[config.mk]
export PLATFORM = sky130hd
export DESIGN_NAME = frame_writer
export DESIGN_NICKNAME = d
export VERILOG_FILES = /design/src/rtl/frame_pkg.sv /design/src/rtl/raster_counter.sv /design/src/rtl/frame_writer.sv
export SDC_FILE = /design/constraint.sdc
export NUM_CORES = 1
export LEC_CHECK = 0
export ABC_AREA = 0
export CORE_ASPECT_RATIO = 0.7
export CORE_MARGIN = 5
export CORE_UTILIZATION = 45
export CTS_CLUSTER_SIZE = 24
export DETAILED_ROUTE_END_ITERATION = 8
export HOLD_SLACK_MARGIN = 0.1
export MAX_ROUTING_LAYER = met4
export PLACE_DENSITY = 0.71
export SLEW_MARGIN = 20
export SYNTH_ARGS = -nofsm -noshare
export SYNTH_HDL_FRONTEND = slang
export SYNTH_SLANG_ARGS = --single-unit
[constraint.sdc]
create_clock -name clk -period 6 [get_ports clk]
set_clock_uncertainty 0.1 [all_clocks]
set_input_delay 0.6 -clock clk [delete_from_list [all_inputs] [get_ports clk]]
set_output_delay 0.6 -clock clk [all_outputs]
set_load 0.03 [all_outputs]
[src/rtl/frame_pkg.sv]
// Shared definitions for the RLE frame writer: FSM states, RLE byte fields
// and default frame geometry.
package frame_pkg;

   typedef enum logic [1:0] {
      IDLE,
      WAIT_RUN,
      EMIT,
      DONE
   } state_t;

   localparam int VALUE_BIT = 7;
   localparam int LEN_MSB   = 6;
   localparam int LEN_W     = LEN_MSB + 1;

   localparam int DEFAULT_WIDTH  = 640;
   localparam int DEFAULT_HEIGHT = 480;

endpackage

[src/rtl/raster_counter.sv]
// Raster-order x/y pixel counter with line wrap and last-pixel detection.
// The counter holds at the last pixel so neither coordinate leaves the frame.
module raster_counter
   import frame_pkg::*;
#(
   parameter int WIDTH  = DEFAULT_WIDTH,
   parameter int HEIGHT = DEFAULT_HEIGHT,
   parameter int ADDRW  = $clog2(WIDTH)
) (
   input  logic             clk,
   input  logic             rst,
   input  logic             clear,
   input  logic             advance,
   output logic [ADDRW-1:0] x,
   output logic [ADDRW-1:0] y,
   output logic             last
);

   localparam logic [ADDRW-1:0] X_MAX = ADDRW'(WIDTH - 1);
   localparam logic [ADDRW-1:0] Y_MAX = ADDRW'(HEIGHT - 1);

   assign last = (x == X_MAX) && (y == Y_MAX);

   always_ff @(posedge clk or posedge rst) begin
      if (rst) begin
         x <= '0;
         y <= '0;
      end else if (clear) begin
         x <= '0;
         y <= '0;
      end else if (advance && !last) begin
         if (x == X_MAX) begin
            x <= '0;
            y <= y + 1'b1;
         end else begin
            x <= x + 1'b1;
         end
      end
   end

endmodule

[src/rtl/frame_writer.sv]
// RLE decoder that writes a 1-bit frame buffer in raster order.
// Define FRAME_WRITER_OVERRUN_EN to build the sticky overrun flag.
module frame_writer
   import frame_pkg::*;
#(
   parameter int WIDTH  = DEFAULT_WIDTH,
   parameter int HEIGHT = DEFAULT_HEIGHT,
   parameter int ADDRW  = $clog2(WIDTH)
) (
   input  logic             clk,
   input  logic             rst,
   input  logic             start,
   input  logic [7:0]       s_data,
   input  logic             s_valid,
   output logic             s_ready,
   output logic             we,
   output logic [ADDRW-1:0] addr_write_x,
   output logic [ADDRW-1:0] addr_write_y,
   output logic             data_in,
   output logic             frame_done,
   output logic             overrun
);

   state_t             state;
   logic [LEN_W-1:0]   count;
   logic [ADDRW-1:0]   x;
   logic [ADDRW-1:0]   y;
   logic               last;
   logic               start_frame;
   logic               advance;
   logic               handshake;

   assign start_frame  = (state == IDLE) && start;
   assign advance      = (state == EMIT);
   assign handshake    = s_valid && s_ready;
   assign addr_write_x = x;
   assign addr_write_y = y;

   raster_counter #(
      .WIDTH (WIDTH),
      .HEIGHT(HEIGHT),
      .ADDRW (ADDRW)
   ) u_raster (
      .clk    (clk),
      .rst    (rst),
      .clear  (start_frame),
      .advance(advance),
      .x      (x),
      .y      (y),
      .last   (last)
   );

   // count holds the pixels still to emit after the current one, so a run
   // ends on the EMIT cycle where it reads zero.
   always_ff @(posedge clk or posedge rst) begin
      if (rst) begin
         state      <= IDLE;
         count      <= '0;
         s_ready    <= 1'b0;
         we         <= 1'b0;
         data_in    <= 1'b0;
         frame_done <= 1'b0;
      end else begin
         case (state)
            IDLE: begin
               if (start) begin
                  state   <= WAIT_RUN;
                  s_ready <= 1'b1;
               end
            end
            WAIT_RUN: begin
               if (handshake) begin
                  state   <= EMIT;
                  s_ready <= 1'b0;
                  we      <= 1'b1;
                  data_in <= s_data[VALUE_BIT];
                  count   <= s_data[LEN_MSB:0];
               end
            end
            EMIT: begin
               if (last) begin
                  state      <= DONE;
                  we         <= 1'b0;
                  frame_done <= 1'b1;
               end else if (count == '0) begin
                  state   <= WAIT_RUN;
                  we      <= 1'b0;
                  s_ready <= 1'b1;
               end else begin
                  count <= count - 1'b1;
               end
            end
            DONE: begin
               state      <= IDLE;
               frame_done <= 1'b0;
            end
            default: begin
               state      <= IDLE;
               s_ready    <= 1'b0;
               we         <= 1'b0;
               frame_done <= 1'b0;
            end
         endcase
      end
   end

`ifdef FRAME_WRITER_OVERRUN_EN
   logic overrun_q;

   // Pixels left in the run when the last pixel is written are dropped.
   always_ff @(posedge clk or posedge rst) begin
      if (rst) begin
         overrun_q <= 1'b0;
      end else if (start_frame) begin
         overrun_q <= 1'b0;
      end else if ((state == EMIT) && last && (count != '0)) begin
         overrun_q <= 1'b1;
      end
   end

   assign overrun = overrun_q;
`else
   assign overrun = 1'b0;
`endif

endmodule

==> reports/results.ini <==
[finish]
stdcell_count=296
fill_cells=413
diodes=0
final_nets=262
layout-drive-gt1-share_pct=4.98
area_growth_pct=23.8

[global_routing]
grt_max_degree=34
grt_pass1_wl_mm=7.92
track_usage_pct=18.4
antenna_found_initial=0
grt_pass1_vias=1614
grt-ovfl-total=0

[timing]
rsz0062_at_grt=no
fmax_mhz=302
min_period_over_period_pct=55.3
fin_tns_setup_ns=0
relSlewSlack_pct=36.8
timing.hold.ws_ns=0.413
finalHoldViolCount=0
finalCriticalPeriod_ns=3.32
drv_slew=0
tightest_slew_ns=0.939
finalSetupViolCount=0
postLayoutSetupSlackWorst_ns=2.68

[logic_synthesis]
netlist_instances=209
ys_seq_area_share_pct=42.4
synthAdderAreaFrac_pct=5.78
synthMuxAreaShare_pct=3.21
synth_top_area_cell=dfrtp_1
yosys-top-cells-count=dfrtp_1 (33), nor2_1 (20), a21oi_1 (15)
yosysMostFrequentCell=dfrtp_1
yosysUniqueCellTypes=49
synth.cell_area_um2=1950
synth_xor_area_share_pct=4.49
ys_async_sr_fraction_pct=100
ys_ff_latch=33
synth-simple-area-share_pct=19.8
synth.avg_cell_area_um2=9.33
yosysWarnings=0
synth.area.top_cells=dfrtp_1 (42%), ha_1 (5.8%), a21oi_1 (3.9%)
synth_ff_type=dfrtp_1
synth-edff-count=0
syn_nets=230
synth_top_family_by_area=simple AND/OR/NAND/NOR gates
synth_top_cell_area_share_pct=42.4
synth_compound_area_share_pct=19.4

[drt]
drt_pass1_iterations=4
vias=1714
viasPerCell=5.79
drt-initial-drc-count=100
drtAntennaViolNets=0
avgRoutedWirePerCell_um=15.7
drt-total-wl_mm=4.65
post-route-drc-count=0

[die]
rows=20
fp.dieH_um=65.1
fp.dieW_um=88.7
die_area_um2=5770
initial_core_util_pct=45.8
boundaryPins=37
core_um2=4250

[clock_network]
numCtsBuffers=5
h-tree-depth=2
cts.sinks=33
clk_pin_slew_worst_paths_ns=0.07
cts_resized=0
clk_latency_ns=0.29
root_buffer=clkbuf_8
clockBufferDepth=2
holdBufCountCts=0
cts_tree=yes
post_cts.repair.setup_buffers=0

[status]
outcome=complete, no violations

[worst_setup_path]
worstPathArrival_ns=3.43
critPathRequiredTime_ns=6.11
cp-end-kind=flop
start_kind=flop
cp_max_fo=20
critical_path_class=flop to flop

[hold_path]
hp-class=flop to flop

[place]
dp_hpwl_mm=3.34
post-place-ws_ns=2.77
port_buffers=35
place_congestion=0.863
numPlacedInstances=289

[power_and_ir_drop]
p_leak_uw=0.000949
ir_drop_mv=0.163
power.density_nw_per_um2=358

[run]
drv_cap=0

[cells in the final DEF (no fill, tap or decap), types with 2 or more instances in the layout]
cell type,n
a211oi_1,5
ha_1,9
inv_1,10
dfrtp_1,33
and2_1,3
mux2i_1,4
clkdlybuf4s50_1,35
o22ai_1,5
nor4_1,6
nand4_1,4
a21oi_1,15
nand3_1,7
xor2_1,2
nor2_1,20
nand2_1,13
mux2_2,2
clkbuf_8,6
nor3_1,2
a311oi_1,2
o21ai_0,9
or3_1,8
a21boi_0,2
and4_1,2
xnor2_1,8
nor4b_1,2
o2bb2ai_1,2
and3_1,2
a2111oi_0,2
[where the power goes]
part / internal, uW / total (uW) / leakage, uW / switching (uW)
combinational: 150 / 375 / 0.000480 / 225
clock: 91.0 / 171 / 0.0000443 / 79.7
sequential: 269 / 319 / 0.000425 / 49.5
[flip-flops by register name, summed over array words and instances, names as in the netlist]
signal,flops
u_raster.x,10
u_raster.y,10
count,7
state,2
data_in,1
frame_done,1
s_ready,1
we,1
[kinds of logic after synthesis]
family / after synthesis
AND/OR/NAND/NOR: 73
flip-flops: 33
buffers and inverters: 21
XOR/XNOR: 10
AO/OA/AOI/OAI: 56
multiplexers: 6
other: 1
adder cells (fa/ha/maj): 9
[metal layers]
layer / track usage, % / share of wire (%) / vias up
met5: - / 0 / -
met4: 6.23 / 1.5 / 0
met3: 3.94 / 6.8 / 7
met2: 22.8 / 39 / 60
met1: 28.7 / 53 / 808
li1: - / - / 839
[path summary, 6_finish.rpt]
check	to	depth (start not counted)	from	slack (ns)
worst max register to register	u_raster.y[6]	7	state[0]	2.68
worst max-delay path	u_raster.y[6]	7	state[0]	2.68
worst min-delay path	data_in	1	data_in	0.41
worst min register to register	data_in	1	data_in	0.41
max in group asynchronous	u_raster.x[0]	3	rst	4.90
min in group asynchronous	u_raster.y[4]	3	rst	0.59
[critical path: stages (launching register included)]
cell and delay, ns:
dfrtp_1 0.42, inv_1 0.15, ha_1 0.63, inv_1 0.33, or3_1 0.57, or3_1 0.50
or3_1 0.39, a21oi_1 0.15
[layout make-up]
type,instances,area [um^2],area share (%)
Multi-Input combinational cell,155,1040,43.0
Clock buffer,7,86.3,3.58
Inverter,10,37.5,1.56
Tap cell,55,68.8,2.85
Timing Repair Buffer,36,358,14.8
Sequential cell,33,826,34.2
[through the flow]
| stage | area, um^2 | power, uW | util (%) |
|---|---|---|---|
| finish | 2410 | 865 | 56.7 |
| global route | 2410 | 933 | 56.7 |
| CTS | 2410 | 863 | 56.6 |
| detailed placement | 2320 | 685 | 54.6 |
| global placement | 2320 | 684 | 54.6 |
| floorplan | 1950 | 582 | - |
Note: power is estimated with default switching activity, not from simulation.
